**src/rtl/bmain_pkg.sv**
```systemverilog
// Shared bmain definitions: command encodings, line geometry and the refill FSM state type.
package bmain_pkg;

  localparam logic BMAIN_CMD_READ   = 1'b0;
  localparam logic BMAIN_CMD_WRITE  = 1'b1;
  localparam int   BMAIN_LINE_WORDS = 4;

  typedef enum logic [2:0] {
    IDLE = 3'd0,
    CMD  = 3'd1,
    DATA = 3'd2,
    EACK = 3'd3,
    RESP = 3'd4
  } refill_state_t;

endpackage

```
**src/rtl/bmain_refill.sv**
```systemverilog
// bmain read initiator: one read command per client line request, collects the
// burst into a line buffer and returns the line or an error indication.
module bmain_refill
  import bmain_pkg::*;
#(
  parameter int LINE_WORDS = BMAIN_LINE_WORDS,
  parameter int TIMEOUT    = 1024
) (
  input  logic                    clk_core,
  input  logic                    reset_n,
  input  logic                    req_valid,
  output logic                    req_ready,
  input  logic [23:0]             req_addr,
  output logic                    resp_valid,
  input  logic                    resp_ready,
  output logic                    resp_error,
  output logic [32*LINE_WORDS-1:0] resp_data,
  output logic                    refill_cvalid,
  input  logic                    bmain_cready,
  output logic                    refill_cmd,
  output logic [25:0]             refill_addr,
  input  logic                    bmain_rvalid,
  output logic                    refill_rready,
  input  logic                    bmain_rlast,
  input  logic [31:0]             bmain_rdata,
  input  logic                    bmain_error,
  output logic                    refill_eack
);

  localparam int BEAT_W = (LINE_WORDS > 1) ? $clog2(LINE_WORDS) : 1;
  localparam int TMO_W  = $clog2(TIMEOUT + 1);
  localparam logic [BEAT_W-1:0] LAST_BEAT = BEAT_W'(LINE_WORDS - 1);
  localparam logic [TMO_W-1:0]  TMO_LOAD  = TMO_W'(TIMEOUT - 1);

  refill_state_t     state_r;
  logic [BEAT_W-1:0] beat_r;
  logic [TMO_W-1:0]  tmo_r;
  logic              err_r;
  logic              req_ready_r;
  logic              cvalid_r;
  logic              rready_r;
  logic              eack_r;
  logic              resp_valid_r;
  logic              resp_error_r;
  logic [25:0]       addr_r;
  logic [31:0]       line_r [LINE_WORDS];

  logic beat_hs_s;
  logic last_beat_s;
  logic proto_err_s;
  logic burst_end_s;
  logic tmo_exp_s;

  // Beat handshake decode and rlast protocol check for the beat on the bus
  always_comb begin
    beat_hs_s   = (state_r == DATA) && bmain_rvalid && rready_r;
    last_beat_s = (beat_r == LAST_BEAT);
    proto_err_s = last_beat_s ? !bmain_rlast : bmain_rlast;
    burst_end_s = last_beat_s || bmain_rlast;
    tmo_exp_s   = (tmo_r == {TMO_W{1'b0}});
  end

  // Refill FSM with registered handshake outputs
  always_ff @(posedge clk_core) begin
    if (!reset_n) begin
      state_r      <= IDLE;
      req_ready_r  <= 1'b1;
      cvalid_r     <= 1'b0;
      rready_r     <= 1'b0;
      eack_r       <= 1'b0;
      resp_valid_r <= 1'b0;
      resp_error_r <= 1'b0;
      err_r        <= 1'b0;
      beat_r       <= {BEAT_W{1'b0}};
      tmo_r        <= {TMO_W{1'b0}};
    end else begin
      case (state_r)
        IDLE: begin
          if (req_valid) begin
            req_ready_r <= 1'b0;
            cvalid_r    <= 1'b1;
            beat_r      <= {BEAT_W{1'b0}};
            err_r       <= 1'b0;
            tmo_r       <= TMO_LOAD;
            state_r     <= CMD;
          end
        end
        CMD: begin
          if (bmain_error) begin
            cvalid_r <= 1'b0;
            err_r    <= 1'b1;
            eack_r   <= 1'b1;
            state_r  <= EACK;
          end else if (bmain_cready) begin
            cvalid_r <= 1'b0;
            rready_r <= 1'b1;
            tmo_r    <= TMO_LOAD;
            state_r  <= DATA;
          end else if (tmo_exp_s) begin
            // Timeout abandons the command without an error acknowledge
            cvalid_r     <= 1'b0;
            err_r        <= 1'b1;
            resp_valid_r <= 1'b1;
            resp_error_r <= 1'b1;
            state_r      <= RESP;
          end else begin
            tmo_r <= tmo_r - TMO_W'(1);
          end
        end
        DATA: begin
          if (bmain_error) begin
            rready_r <= 1'b0;
            err_r    <= 1'b1;
            eack_r   <= 1'b1;
            state_r  <= EACK;
          end else if (beat_hs_s) begin
            beat_r <= beat_r + BEAT_W'(1);
            tmo_r  <= TMO_LOAD;
            if (burst_end_s) begin
              rready_r     <= 1'b0;
              err_r        <= err_r | proto_err_s;
              resp_valid_r <= 1'b1;
              resp_error_r <= err_r | proto_err_s;
              state_r      <= RESP;
            end
          end else if (tmo_exp_s) begin
            rready_r     <= 1'b0;
            err_r        <= 1'b1;
            resp_valid_r <= 1'b1;
            resp_error_r <= 1'b1;
            state_r      <= RESP;
          end else begin
            tmo_r <= tmo_r - TMO_W'(1);
          end
        end
        EACK: begin
          eack_r       <= 1'b0;
          resp_valid_r <= 1'b1;
          resp_error_r <= err_r;
          state_r      <= RESP;
        end
        RESP: begin
          if (resp_ready) begin
            resp_valid_r <= 1'b0;
            resp_error_r <= 1'b0;
            req_ready_r  <= 1'b1;
            state_r      <= IDLE;
          end
        end
        default: begin
          state_r      <= IDLE;
          req_ready_r  <= 1'b1;
          cvalid_r     <= 1'b0;
          rready_r     <= 1'b0;
          eack_r       <= 1'b0;
          resp_valid_r <= 1'b0;
          resp_error_r <= 1'b0;
        end
      endcase
    end
  end

  // Command address and line buffer; contents are don't-care after reset
  always_ff @(posedge clk_core) begin
    if ((state_r == IDLE) && req_valid) begin
      addr_r <= {req_addr, 2'b00};
    end
    if (beat_hs_s && !bmain_error) begin
      line_r[beat_r] <= bmain_rdata;
    end
  end

  // Flatten the line buffer, word i in bits [32i+31:32i]
  always_comb begin
    resp_data = {(32*LINE_WORDS){1'b0}};
    for (int i = 0; i < LINE_WORDS; i++) begin
      resp_data[32*i +: 32] = line_r[i];
    end
  end

  assign req_ready     = req_ready_r;
  assign refill_cvalid = cvalid_r;
  assign refill_rready = rready_r;
  assign refill_eack   = eack_r;
  assign resp_valid    = resp_valid_r;
  assign resp_error    = resp_error_r;
  assign refill_addr   = addr_r;
  assign refill_cmd    = BMAIN_CMD_READ;

endmodule

```
**config.mk**
```make
export PLATFORM = sky130hd
export DESIGN_NAME = bmain_refill
export DESIGN_NICKNAME = d
export VERILOG_FILES = /design/src/rtl/bmain_pkg.sv /design/src/rtl/bmain_refill.sv
export SDC_FILE = /design/constraint.sdc
export NUM_CORES = 1
export LEC_CHECK = 0
export CAP_MARGIN = 20
export CORE_ASPECT_RATIO = 1.4
export CORE_MARGIN = 2
export CORE_UTILIZATION = 45
export DETAILED_ROUTE_END_ITERATION = 16
export PLACE_DENSITY = 0.81
export SYNTH_ARGS = -nofsm -noshare
export SYNTH_HDL_FRONTEND = slang
export SYNTH_SLANG_ARGS = --single-unit
```
**constraint.sdc**
```tcl
create_clock -name clk_core -period 11.55 [get_ports clk_core]
set_input_delay 3.465 -clock clk_core [delete_from_list [all_inputs] [get_ports clk_core]]
set_output_delay 3.465 -clock clk_core [all_outputs]
set_load 0.05 [all_outputs]
```
==> results of run 1 <==
cell families after synthesis:
family          count (synthesis)  synth area share
simple gates                   74            0.0690
fa+ha+maj                       6            0.0123
buf+inv                        24            0.0174
xor+xnor                        5           0.00717
other cells                     1          0.000614
compound gates                 59            0.0643
mux                             4           0.00655
flops                         175             0.823
registers in the layout, indices dropped and copies added, names as in the netlist:
name,count
err_r,1
refill_rready,1
refill_eack,1
beat_r,2
state_r,3
refill_addr,24
tmo_r,11
line_r,128
resp_valid,1
refill_cvalid,1
req_ready,1
resp_error,1
cell usage after synthesis, types with 3 or more instances:
cell,n
a31oi_1,3
edfxtp_1,152
o211ai_1,4
nand3_1,8
mux2i_1,4
clkbuf_1,3
nand2_1,11
o21ai_0,12
buf_4,3
nor2_1,17
xor2_1,4
inv_1,13
nand2b_1,4
and3_1,4
nor3_1,5
ha_1,6
dfxtp_1,23
a21oi_1,16
nor2b_1,3
o21a_1,3
buf_2,4
cell type report:
class	instances	area [µm²]
clock buffers	17	425
clock inverters	15	148
fillers	882	4240
inverters	13	48.8
multi-input cells	151	993
flip-flops and latches	175	5020
well taps	182	228
repair buffers	222	2220
metrics by stage:
step	hold WS, ns	worst slack, ns	utilization
detailed placement	0.494	6.01	0.639
CTS	0.508	6.34	0.682
global route	0.519	6.28	0.682
floorplan	0.449	5.17	-
finish	0.516	6.36	0.682
global placement	0.458	6.05	0.639
where the power goes:
group / total (W) / internal [W] / switching, W
logic: 0.000304 / 0.000116 / 0.000188
registers: 0.000769 / 0.000729 / 0.0000401
clock network: 0.000541 / 0.000286 / 0.000255
worst max path at each step:
stage          slack, ns  cells after the start       endpoint
2_1_floorplan       5.17                      2   line_r[3][0]
3_3_place_gp        6.05                      7      beat_r[0]
3_5_place_dp        6.01                      7      beat_r[0]
4_1_cts             6.34                      1  refill_rready
5_1_grt             6.28                      7      beat_r[0]
6_report            6.36                      1  refill_rready
metal layers:
layer	global-route usage	part of all wire
met4	0.0758	0.020
met2	0.346	0.51
met5	0	0
met3	0.0773	0.10
met1	0.230	0.37
==> flow_metrics.env, run 1 <==
export IMPL_cpPeakStageDelay_ns=0.86
export IMPL_vias=4002
export IMPL_die_area_mm2=0.0145
export IMPL_finClkSkew_ns=0.00996
export IMPL_grt_max_degree=33
export IMPL_postCtsHoldBufs=0
export IMPL_cts_max_level=4
export IMPL_mostFrequentLayoutCells="clkdlybuf4s50_1 (221), edfxtp_1 (152), dfxtp_1 (23)"
export IMPL_synth_area_per_cell_um2=17.6
export IMPL_cpLargestDelayFamily="buffers and inverters"
export IMPL_grt_pass1_vias=3948
export IMPL_ant_nets=0
export IMPL_ios=225
export IMPL_ys_ff_latch=175
export IMPL_worst_pin_slew_ns=1.01
export IMPL_routabilityCongestion=0.911
export IMPL_vdd_drop_max_uv=98.0
export IMPL_cellPowerDensity_mw_per_mm2=178
export IMPL_cap_violations=0
export IMPL_clkSinkCount=175
export IMPL_clkTransAtPathRegs_ns=0.07
export IMPL_ys_warn_count=0
export IMPL_num_antenna_cells=0
export IMPL_crit_chain="clkdlybuf4s50_1"
export IMPL_drt_initial_drc_count=232
export IMPL_arrival_ns=1.72
export IMPL_design_core_area_mm2=0.0133
export IMPL_drive_gt1_frac=0.0809
export IMPL_cts_setup_buffers=0
export IMPL_netlist_area_leader_share=0.747
export IMPL_layout_commonest_cell="clkdlybuf4s50_1"
export IMPL_dpl_instance_area_mm2=0.00851
export IMPL_r2r_start="state_r[1]"
export IMPL_design_area_mm2=0.00909
export IMPL_grt_total_usage=0.203
export IMPL_synth_ff_type="edfxtp_1"
export IMPL_die_w_um=102
export IMPL_synth_edf_count=152
export IMPL_start_util=0.458
export IMPL_critPathLaunchType="register"
export IMPL_reg2reg_depth=3
export IMPL_hp_class="reg2reg"
export IMPL_final_nets=650
export IMPL_cp_startpoint="refill_rready"
export IMPL_netlist_area_mm2=0.00611
export IMPL_netlist_instances=348
export IMPL_gr_total_overflow=0
export IMPL_post_cts_resized=0
export IMPL_grt_pass1_wl_um=21900
export IMPL_cp_slowest_cell="clkdlybuf4s50_1"
export IMPL_cts_root_buf="clkbuf_16"
export IMPL_max_freq_mhz=193
export IMPL_portBuffers=221
export IMPL_syn_to_final_growth_pct=48.8
export IMPL_crit_required_ns=8.09
export IMPL_cts_buffers=17
export IMPL_wl_um=14800
export IMPL_core_rowCount=50
export IMPL_min_period_over_period=0.449
export IMPL_rsz0062_at_grt="no"
export IMPL_slew_viol_final=0
export IMPL_hold_path_depth=2
export IMPL_holdPathEnd="tmo_r[8]"
export IMPL_status="finished, final reports clean"
export IMPL_insertion_delay_ns=0.42
export IMPL_avgViaCountPerCell=5.16
export IMPL_max_slew_margin=0.328
export IMPL_synth_cell_type_count=55
export IMPL_hpwl_um=10800
export IMPL_placedCellCount=743
export IMPL_async_flop_share=0
export IMPL_yosys_area_top_type="edfxtp_1"
export IMPL_endpoint_kind="output port"
export IMPL_setup_violations=0
export IMPL_min_from="tmo_r[8]"
export IMPL_regToRegEndpoint="line_r[0][31]"
export IMPL_r2r_slack_ns=8.94
export IMPL_wire_per_inst_um=19.1
export IMPL_seq_area_frac_synth=0.823
export IMPL_die_h_um=142
export IMPL_critical_path_class="reg2out"
export IMPL_cts_buffer_depth=2
export IMPL_tritoncts="done"
export IMPL_period_needed_ns=5.19
export IMPL_finalSetupTns_ns=0
export IMPL_fin_cells=775
export IMPL_drc=0
export IMPL_hold_viol_final=0
export IMPL_antenna_found_initial=0
export IMPL_worstPathMaxFanout=5
export IMPL_firstDrtPassIters=5
export IMPL_path_buf_inv=1
export IMPL_p_leak_nw=3.11
export IMPL_synthTopCellsByArea="edfxtp_1 (75%), dfxtp_1 (7.5%), a21oi_1 (1.3%)"
export IMPL_total_power_w=0.00161
Power figures use the tool's default switching activity.
==> run 2, diff against run 1 <==
Settings changed: CORE_UTILIZATION 45 to 44, PLACE_DENSITY 0.81 to 0.79.
Clock period 11.55 ns to 5.3 ns, I/O delays scaled along.
==> flow_metrics.env, run 2 (synthesis results as in run 1) <==
export IMPL_rsz0062_at_grt="no"
export IMPL_cp_startpoint="bmain_error"
export IMPL_cpPeakStageDelay_ns=0.68
export IMPL_tritoncts="done"
export IMPL_num_antenna_cells=0
export IMPL_r2r_slack_ns=2.75
export IMPL_grt_pass1_vias=3975
export IMPL_final_nets=651
export IMPL_arrival_ns=3.63
export IMPL_die_h_um=143
export IMPL_cts_max_level=4
export IMPL_start_util=0.454
export IMPL_antenna_found_initial=0
export IMPL_core_rowCount=50
export IMPL_avgViaCountPerCell=5.14
export IMPL_path_buf_inv=1
export IMPL_cpLargestDelayFamily="compound AO/OA/AOI/OAI gates"
export IMPL_drc=0
export IMPL_routabilityCongestion=0.880
export IMPL_gr_total_overflow=0
export IMPL_vias=3990
export IMPL_max_slew_margin=0.305
export IMPL_globalRouteMet1Util=0.239
export IMPL_die_area_mm2=0.0149
export IMPL_finClkSkew_ns=0.00955
export IMPL_ios=225
export IMPL_cp_slowest_cell="clkdlybuf4s50_1"
export IMPL_cts_root_buf="clkbuf_16"
export IMPL_grt_busiest_layer="met2"
export IMPL_seq_area_mm2=0.00502
export IMPL_clkSinkCount=175
export IMPL_use_met2=0.362
export IMPL_status="finished, final reports clean"
export IMPL_postCtsHoldBufs=0
export IMPL_drive_gt1_frac=0.0825
export IMPL_die_w_um=104
export IMPL_wire_per_inst_um=19.8
export IMPL_grt_total_usage=0.206
export IMPL_period_needed_ns=3.29
export IMPL_cap_violations=0
export IMPL_cp_num_cells=6
export IMPL_endpoint_kind="register"
export IMPL_crit_required_ns=5.64
export IMPL_hpwl_um=11200
export IMPL_finalSetupTns_ns=0
export IMPL_grt_pass1_wl_um=23100
export IMPL_cts_buffers=17
export IMPL_n_fill_cell=922
export IMPL_critPathLaunchType="input pin"
export IMPL_endpoint="tmo_r[5]"
export IMPL_hold_viol_final=0
export IMPL_cellPowerDensity_mw_per_mm2=389
export IMPL_largest_reg_flops=128
export IMPL_regToRegEndpoint="line_r[2][2]"
export IMPL_cts_buffer_depth=2
export IMPL_firstDrtPassIters=4
export IMPL_post_cts_resized=0
export IMPL_ant_nets=0
export IMPL_multiInputGateArea_um2=992
export IMPL_cts_setup_buffers=0
export IMPL_r2r_start="state_r[1]"
export IMPL_top_register="line_r"
export IMPL_hp_class="reg2reg"
export IMPL_placedCellCount=744
export IMPL_clkTransAtPathRegs_ns=0.07
export IMPL_reg2reg_depth=3
export IMPL_grtUsageMet3=0.0735
export IMPL_worst_pin_slew_ns=1.04
export IMPL_layout_commonest_cell="clkdlybuf4s50_1"
export IMPL_crit_chain="clkdlybuf4s50_1 -> o21ai_0 -> o311a_1 -> nand4_1 -> xor2_1 -> a21oi_1"
export IMPL_design_core_area_mm2=0.0135
export IMPL_fin_cells=776
export IMPL_syn_to_final_growth_pct=49.1
export IMPL_vdd_drop_max_uv=333
export IMPL_worstPathMaxFanout=14
export IMPL_slew_viol_final=0
export IMPL_drt_initial_drc_count=249
export IMPL_wl_um=15400
export IMPL_min_period_over_period=0.621
export IMPL_grt_max_degree=33
export IMPL_portBuffers=221
export IMPL_critical_path_class="in2reg"
export IMPL_insertion_delay_ns=0.42
export IMPL_setup_violations=0
export IMPL_p_leak_nw=3.14
export IMPL_mostFrequentLayoutCells="clkdlybuf4s50_1 (221), edfxtp_1 (152), dfxtp_1 (23)"
export IMPL_max_freq_mhz=304
run 2: changes by cell type in the layout (fill, tap and decap cells not counted), sizes merged:
cell      previous run  this run
clkinvlp             3         1
buf                  1         2
inv                 20        22
run 2: final cells by class:
type,count,area share
sequential,175,0.552
clock inverter,15,0.0177
clock buffer,17,0.0467
multi-input combinational,151,0.109
inverter,13,0.00536
timing repair buffer,223,0.245
tap,182,0.0250
run 2: worst min-delay path by stage:
stage | from | endpoint | slack (ns) | cells after the start
floorplan | tmo_r[8] | tmo_r[8] | 0.45 | 2
global placement | tmo_r[8] | tmo_r[8] | 0.46 | 2
detailed placement | tmo_r[8] | tmo_r[8] | 0.46 | 2
CTS | tmo_r[8] | tmo_r[8] | 0.48 | 2
global route | tmo_r[8] | tmo_r[8] | 0.52 | 2
finish | tmo_r[8] | tmo_r[8] | 0.48 | 2
run 2: per-stage QoR:
stage / setup WS [ns] / hold WS (ns) / cell area [µm²] / power (W) / util
2_1_floorplan: 0.796 / 0.449 / 6120 / 0.00214 / -
3_3_place_gp: 1.65 / 0.459 / 8520 / 0.00234 / 0.633
3_5_place_dp: 1.58 / 0.465 / 8520 / 0.00236 / 0.633
4_1_cts: 2.02 / 0.475 / 9110 / 0.00357 / 0.677
5_1_grt: 1.84 / 0.521 / 9110 / 0.00369 / 0.677
6_report: 2.01 / 0.481 / 9110 / 0.00354 / 0.677
run 2: power by group:
| part | internal (W) | switching [W] | total, W |
|---|---|---|---|
| clock | 0.000634 | 0.000570 | 0.00120 |
| sequential | 0.00159 | 0.0000839 | 0.00167 |
| combinational | 0.000253 | 0.000411 | 0.000664 |
run 2: tightest hold or removal path, stage by stage, from the launching register on:
cell     delay, ns
dfxtp_1       0.33
nand2_1       0.06
a21oi_1       0.05
run 2: per-layer routing:
metal	wire length, µm	up-vias	share of wire
met4	346	0	0.023
met1	5730	1943	0.37
met5	0	-	0
met3	1250	25	0.081
li1	-	1806	-
met2	8030	216	0.52
